### src/rtl/firebird7_in_gate1_tessent_sib_pkg.sv
// Shared types for the firebird7_in_gate1 secure SIB controller: FSM state
// encoding (equal to the 2-bit capture codes) and the fail-counter width.
package firebird7_in_gate1_tessent_sib_pkg;

    typedef enum logic [1:0] {
        ST_LOCKED   = 2'b00,
        ST_UNLOCKED = 2'b01,
        ST_BLOCKED  = 2'b10
    } sib_state_e;

    localparam int FAIL_CNT_W = 3;
    localparam logic [FAIL_CNT_W-1:0] FAIL_CNT_SAT = '1;

endpackage

### src/rtl/firebird7_in_gate1_tessent_sib_key_check.sv
// Key comparator plus saturating fail counter. fail_limit_o flags that one more
// mismatching attempt brings the count to MAX_FAILS.
module firebird7_in_gate1_tessent_sib_key_check
    import firebird7_in_gate1_tessent_sib_pkg::*;
#(
    parameter int                    KEY_WIDTH = 16,
    parameter logic [KEY_WIDTH-1:0]  KEY_VALUE = 16'hA5C3,
    parameter int                    MAX_FAILS = 3
) (
    input  logic                 clk_i,
    input  logic                 srst_i,
    input  logic [KEY_WIDTH-1:0] key_i,
    input  logic                 attempt_i,
    output logic                 key_match_o,
    output logic                 fail_limit_o
);

    localparam logic [FAIL_CNT_W:0] FAIL_LIMIT = (FAIL_CNT_W+1)'(MAX_FAILS);

    logic [FAIL_CNT_W-1:0] fail_cnt_q, fail_cnt_d;

    assign key_match_o  = (key_i == KEY_VALUE);
    assign fail_limit_o = (({1'b0, fail_cnt_q} + 1'b1) == FAIL_LIMIT);

    always_comb begin
        fail_cnt_d = fail_cnt_q;
        if (attempt_i) begin
            if (key_match_o) begin
                fail_cnt_d = '0;
            end else if (fail_cnt_q != FAIL_CNT_SAT) begin
                fail_cnt_d = fail_cnt_q + 1'b1;
            end
        end
    end

    always_ff @(posedge clk_i) begin
        if (srst_i) begin
            fail_cnt_q <= '0;
        end else begin
            fail_cnt_q <= fail_cnt_d;
        end
    end

endmodule

### src/rtl/firebird7_in_gate1_tessent_sib_sti_secure_ctrl.sv
// Secure segment-select scan register for the firebird7_in_gate1 IJTAG network.
// Key gating is built only with FIREBIRD7_IN_GATE1_SIB_SECURE_KEY_EN defined.
module firebird7_in_gate1_tessent_sib_sti_secure_ctrl
    import firebird7_in_gate1_tessent_sib_pkg::*;
#(
    parameter int                    KEY_WIDTH = 16,
    parameter logic [KEY_WIDTH-1:0]  KEY_VALUE = 16'hA5C3,
    parameter int                    MAX_FAILS = 3
) (
    input  logic ijtag_tck,
    input  logic ijtag_reset,
    input  logic ijtag_sel,
    input  logic ijtag_ce,
    input  logic ijtag_se,
    input  logic ijtag_ue,
    input  logic ijtag_si,
    output logic ijtag_so,
    output logic mux_select,
    output logic secure_unlocked,
    output logic secure_blocked
);

`ifdef FIREBIRD7_IN_GATE1_SIB_SECURE_KEY_EN

    localparam int W = KEY_WIDTH + 1;

    sib_state_e state_q, state_d;
    logic [W-1:0] sr_q, sr_d;
    logic mux_q, mux_d;
    logic unlocked_q, blocked_q;
    logic attempt, key_match, fail_limit;

    firebird7_in_gate1_tessent_sib_key_check #(
        .KEY_WIDTH (KEY_WIDTH),
        .KEY_VALUE (KEY_VALUE),
        .MAX_FAILS (MAX_FAILS)
    ) u_key_check (
        .clk_i        (ijtag_tck),
        .srst_i       (ijtag_reset),
        .key_i        (sr_q[W-1:1]),
        .attempt_i    (attempt),
        .key_match_o  (key_match),
        .fail_limit_o (fail_limit)
    );

    always_comb begin
        sr_d    = sr_q;
        mux_d   = mux_q;
        state_d = state_q;
        attempt = 1'b0;
        if (ijtag_sel) begin
            if (ijtag_ce) begin
                sr_d      = '0;
                sr_d[0]   = mux_q;
                sr_d[2:1] = state_q;
            end else if (ijtag_se) begin
                sr_d = {ijtag_si, sr_q[W-1:1]};
            end else if (ijtag_ue && (state_q != ST_BLOCKED)) begin
                // Closing is always honoured; opening from LOCKED costs an attempt.
                if (!sr_q[0]) begin
                    mux_d = 1'b0;
                end else if (state_q == ST_UNLOCKED) begin
                    mux_d = 1'b1;
                end else begin
                    attempt = 1'b1;
                    if (key_match) begin
                        state_d = ST_UNLOCKED;
                        mux_d   = 1'b1;
                    end else if (fail_limit) begin
                        state_d = ST_BLOCKED;
                    end
                end
            end
        end
    end

    always_ff @(posedge ijtag_tck) begin
        if (ijtag_reset) begin
            sr_q       <= '0;
            mux_q      <= 1'b0;
            state_q    <= ST_LOCKED;
            unlocked_q <= 1'b0;
            blocked_q  <= 1'b0;
        end else begin
            sr_q       <= sr_d;
            mux_q      <= mux_d;
            state_q    <= state_d;
            unlocked_q <= (state_d == ST_UNLOCKED);
            blocked_q  <= (state_d == ST_BLOCKED);
        end
    end

    assign ijtag_so        = sr_q[0];
    assign mux_select      = mux_q;
    assign secure_unlocked = unlocked_q;
    assign secure_blocked  = blocked_q;

`else

    logic sr_q, sr_d;
    logic mux_q, mux_d;
    logic cfg_unused;

    // Key parameters have no function in the plain SIB build.
    assign cfg_unused = ^{KEY_VALUE, MAX_FAILS};

    always_comb begin
        sr_d  = sr_q;
        mux_d = mux_q;
        if (ijtag_sel) begin
            if (ijtag_ce) begin
                sr_d = mux_q;
            end else if (ijtag_se) begin
                sr_d = ijtag_si;
            end else if (ijtag_ue) begin
                mux_d = sr_q;
            end
        end
    end

    always_ff @(posedge ijtag_tck) begin
        if (ijtag_reset) begin
            sr_q  <= 1'b0;
            mux_q <= 1'b0;
        end else begin
            sr_q  <= sr_d;
            mux_q <= mux_d;
        end
    end

    assign ijtag_so        = sr_q;
    assign mux_select      = mux_q;
    assign secure_unlocked = 1'b1;
    assign secure_blocked  = 1'b0;

`endif

endmodule

### config.mk
export PLATFORM = sky130hd
export DESIGN_NAME = firebird7_in_gate1_tessent_sib_sti_secure_ctrl
export DESIGN_NICKNAME = d
export VERILOG_FILES = /design/src/rtl/firebird7_in_gate1_tessent_sib_pkg.sv /design/src/rtl/firebird7_in_gate1_tessent_sib_key_check.sv /design/src/rtl/firebird7_in_gate1_tessent_sib_sti_secure_ctrl.sv
export SDC_FILE = /design/constraint.sdc
export NUM_CORES = 1
export LEC_CHECK = 0
export CAP_MARGIN = 20
export CORE_AREA = 5 5 42 44
export DETAILED_ROUTE_END_ITERATION = 7
export DIE_AREA = 0 0 47 49
export GPL_ROUTABILITY_DRIVEN = 1
export HOLD_SLACK_MARGIN = 0.12
export PLACE_DENSITY = 0.33
export REMOVE_ABC_BUFFERS = 1
export SYNTH_ARGS = -nofsm -noshare
export SYNTH_HDL_FRONTEND = slang
export SYNTH_SLANG_ARGS = --single-unit
### constraint.sdc
create_clock -name ijtag_tck -period 1 [get_ports ijtag_tck]
set_clock_uncertainty 0.2 [all_clocks]
set_input_delay 0.2 -clock ijtag_tck [delete_from_list [all_inputs] [get_ports ijtag_tck]]
set_output_delay 0.2 -clock ijtag_tck [all_outputs]
set_load 0.01 [all_outputs]
==> flow_summary.json <==
{
  "status": "finished, violations left",
  "violations": "negative setup slack",
  "grt_max_degree": 4,
  "seq_area_frac_synth_pct": 32.7,
  "switching_share_pct": 20.0,
  "drt_iter0_markers": 2,
  "drive_above_1_share_pct": 55.6,
  "required_ns": 0.60,
  "fmax_ghz": 0.960,
  "core_um2": 1400,
  "postRouteAntennaNets": 0,
  "fin_crit_sh_pct": 104,
  "ys_ff_latch": 2,
  "drtPass1Iterations": 3,
  "max_cap_viol_count": 0,
  "cts.clk_slew.worst_paths_ns": 0.03,
  "ctsHoldBuffers": 0,
  "die_h_um": 49,
  "grt_pass1_vias": 168,
  "rsz0062_at_grt": "yes",
  "rrSetupSlack_ns": -0.04,
  "cts.htree.levels": 1,
  "rr_endpoint": "ijtag_so$_SDFFE_PP0P_",
  "critPathLaunchType": "flip-flop",
  "nFillCells": 162,
  "area_growth_syn_to_layout_pct": 112,
  "antenna_found_initial": 0,
  "pwr-share-clk_pct": 54.7,
  "power_frac_comb_pct": 18.0,
  "cpPeakStageDelay_ns": 0.31,
  "peakVddDrop_mv": 0.317,
  "clock_latency_ns": 0.22,
  "yosysTopAreaCell": "dfxtp_1",
  "ios": 11,
  "root_buffer": "clkbuf_4",
  "num_vias": 136,
  "clk_path_buf_depth": 2,
  "criticalPathCategory": "reg -> out",
  "stdcell_count": 43,
  "grt_pass1_wl_um": 655,
  "path_buf_inv": 1,
  "synth_edf_count": 0,
  "p_leak_nw": 0.122,
  "place_inst": 40,
  "syn_area_per_cell_um2": 8.76,
  "worstPathCellList": "buf_6",
  "path_max_fanout": 2,
  "ys.flop_type": "dfxtp_1",
  "fin_crit_ns": 1.04,
  "yosysUniqueCellTypes": 10,
  "synthCells": 14,
  "cts_inserted_buffers": 3,
  "cp_slowest_cell": "dfxtp_2",
  "port_buffers": 8,
  "p_sw_mw": 0.0630,
  "whs_path_depth": 3,
  "dieArea_um2": 2300,
  "slew_viol_final": 0,
  "p_int_mw": 0.253,
  "seqPwrFrac_pct": 27.4,
  "cp_top_family": "flip-flops",
  "synth_area_um2": 123,
  "cts_tree": "done",
  "setup_tns_ns": -0.120,
  "hold-path-endpoint": "ijtag_so$_SDFFE_PP0P_",
  "track_usage_pct": 4.50,
  "rr_startpoint": "mux_select$_SDFFE_PP0P_",
  "avgViaCountPerCell": 3.16,
  "start_util_pct": 8.75,
  "timing.final.ws_setup_ns": -0.0417,
  "gp_congestion": 0.669,
  "drcViolationCount": 0,
  "hold_start": "ijtag_sel",
  "drt_wl_total_um": 355,
  "async_flop_share_pct": 0,
  "finalSetupViolations": 3,
  "yosys_warnings": 0,
  "power_density_nw_per_um2": 1210,
  "grt-ovfl-total": 0,
  "crit_path_end_kind": "primary output",
  "post_drt_wl_per_cell_um": 8.26,
  "nets": 36,
  "cp.arrival_ns": 0.64,
  "report.final.hold_viol_count": 0,
  "post_cts_buffers": 0,
  "synthDominantCellAreaShare_pct": 32.7,
  "yosys-top-cells-area": "dfxtp_1 33%, mux2i_1 16%, buf_4 12%, and4bb_2 10%, a221oi_1 7.1%",
  "hp-class": "in -> reg",
  "die_w_um": 47,
  "diodes": 0,
  "cts_sinks": 2,
  "ys_top_cells_by_count": "2 x buf_4, 2 x conb_1, 2 x dfxtp_1, 2 x mux2i_1",
  "row_count": 14,
  "r2r_cells": 3
}
-- layout make-up --
type / count / area, µm² / share of cell area (%)
clock buffer: 3 / 22.5 / 8.65
tap: 16 / 20.0 / 7.69
timing repair buffer: 12 / 100 / 38.5
multi-input combinational: 9 / 71.3 / 27.4
inverter: 1 / 3.75 / 1.44
sequential: 2 / 42.5 / 16.3
-- worst reg2reg max path: stages, from the launching register on --
cell and delay [ns]:
dfxtp_2 0.32, buf_4 0.10, mux2i_1 0.05, a221oi_1 0.25
-- through the flow --
| stage | util, % | hold WS (ns) | worst slack (ns) | power [mW] | cell area (µm²) |
|---|---|---|---|---|---|
| after floorplan | - | 0.0724 | -0.00111 | 0.102 | 108 |
| after global placement | 17.0 | 0.388 | -0.514 | 0.147 | 238 |
| after detailed placement | 17.0 | 0.383 | -0.506 | 0.146 | 238 |
| after CTS | 18.5 | 0.182 | -0.0553 | 0.328 | 259 |
| after global routing | 18.6 | 0.209 | -0.107 | 0.346 | 260 |
| final | 18.6 | 0.180 | -0.0417 | 0.316 | 260 |
-- worst max path at each step --
| stage | to | startpoint | slack [ns] | cells past startpoint |
|---|---|---|---|---|
| floorplan | ijtag_so$_SDFFE_PP0P_ | mux_select$_SDFFE_PP0P_ | -0.001 | 2 |
| global placement | mux_select$_SDFFE_PP0P_ | ijtag_se | -0.51 | 4 |
| detailed placement | mux_select$_SDFFE_PP0P_ | ijtag_se | -0.51 | 4 |
| CTS | mux_select | mux_select$_SDFFE_PP0P_ | -0.06 | 1 |
| global route | ijtag_so$_SDFFE_PP0P_ | mux_select$_SDFFE_PP0P_ | -0.11 | 3 |
| finish | mux_select | mux_select$_SDFFE_PP0P_ | -0.04 | 1 |
-- cell usage in the layout, fill, tap and decap left out, drive strengths merged --
cell	Yosys	layout
a221oi	1	1
and4bb	1	1
buf	2	8
clkbuf	0	3
clkdlybuf4s15	0	1
clkdlybuf4s50	0	1
conb	2	2
dfxtp	2	2
dlygate4sd2	0	2
inv	1	1
mux2i	2	2
nand2b	1	1
nor2	1	1
o21ai	1	1
-- power groups by stage --
stage          Sequential (mW)  Combinational (mW)  Clock, mW
3_5_place_dp            0.0860              0.0602          0
5_1_grt                 0.0869              0.0632      0.196
4_1_cts                 0.0862              0.0566      0.185
2_1_floorplan           0.0882              0.0138          0
3_3_place_gp            0.0862              0.0604          0
6_report                0.0863              0.0567      0.172
-- routing by layer --
| layer | part of all wire [%] | routed length (µm) | GRT usage (%) |
|---|---|---|---|
| met3 | 23 | 82 | 5.54 |
| met5 | 0 | 0 | 0 |
| met4 | 2.8 | 10 | 4.15 |
| met1 | 49 | 174 | 5.25 |
| met2 | 25 | 87 | 3.62 |
-- timing repair --
item / CTS / global route
gates resized for setup: 24 / 1
pin swaps: 3 / 1
endpoints found under the setup margin: 4 / 4
-- state kept, by name (all words and copies together) (netlist names) --
register and flops:
ijtag_so 1, mux_select 1
-- kinds of logic after synthesis --
group,count (synthesis),share of synthesized area [%]
mux,2,16.3
flops,2,32.7
buf+inv,3,15.3
compound gates,2,11.2
simple gates,3,18.4
other cells,2,6.12
Power figures use the tool's default switching activity.
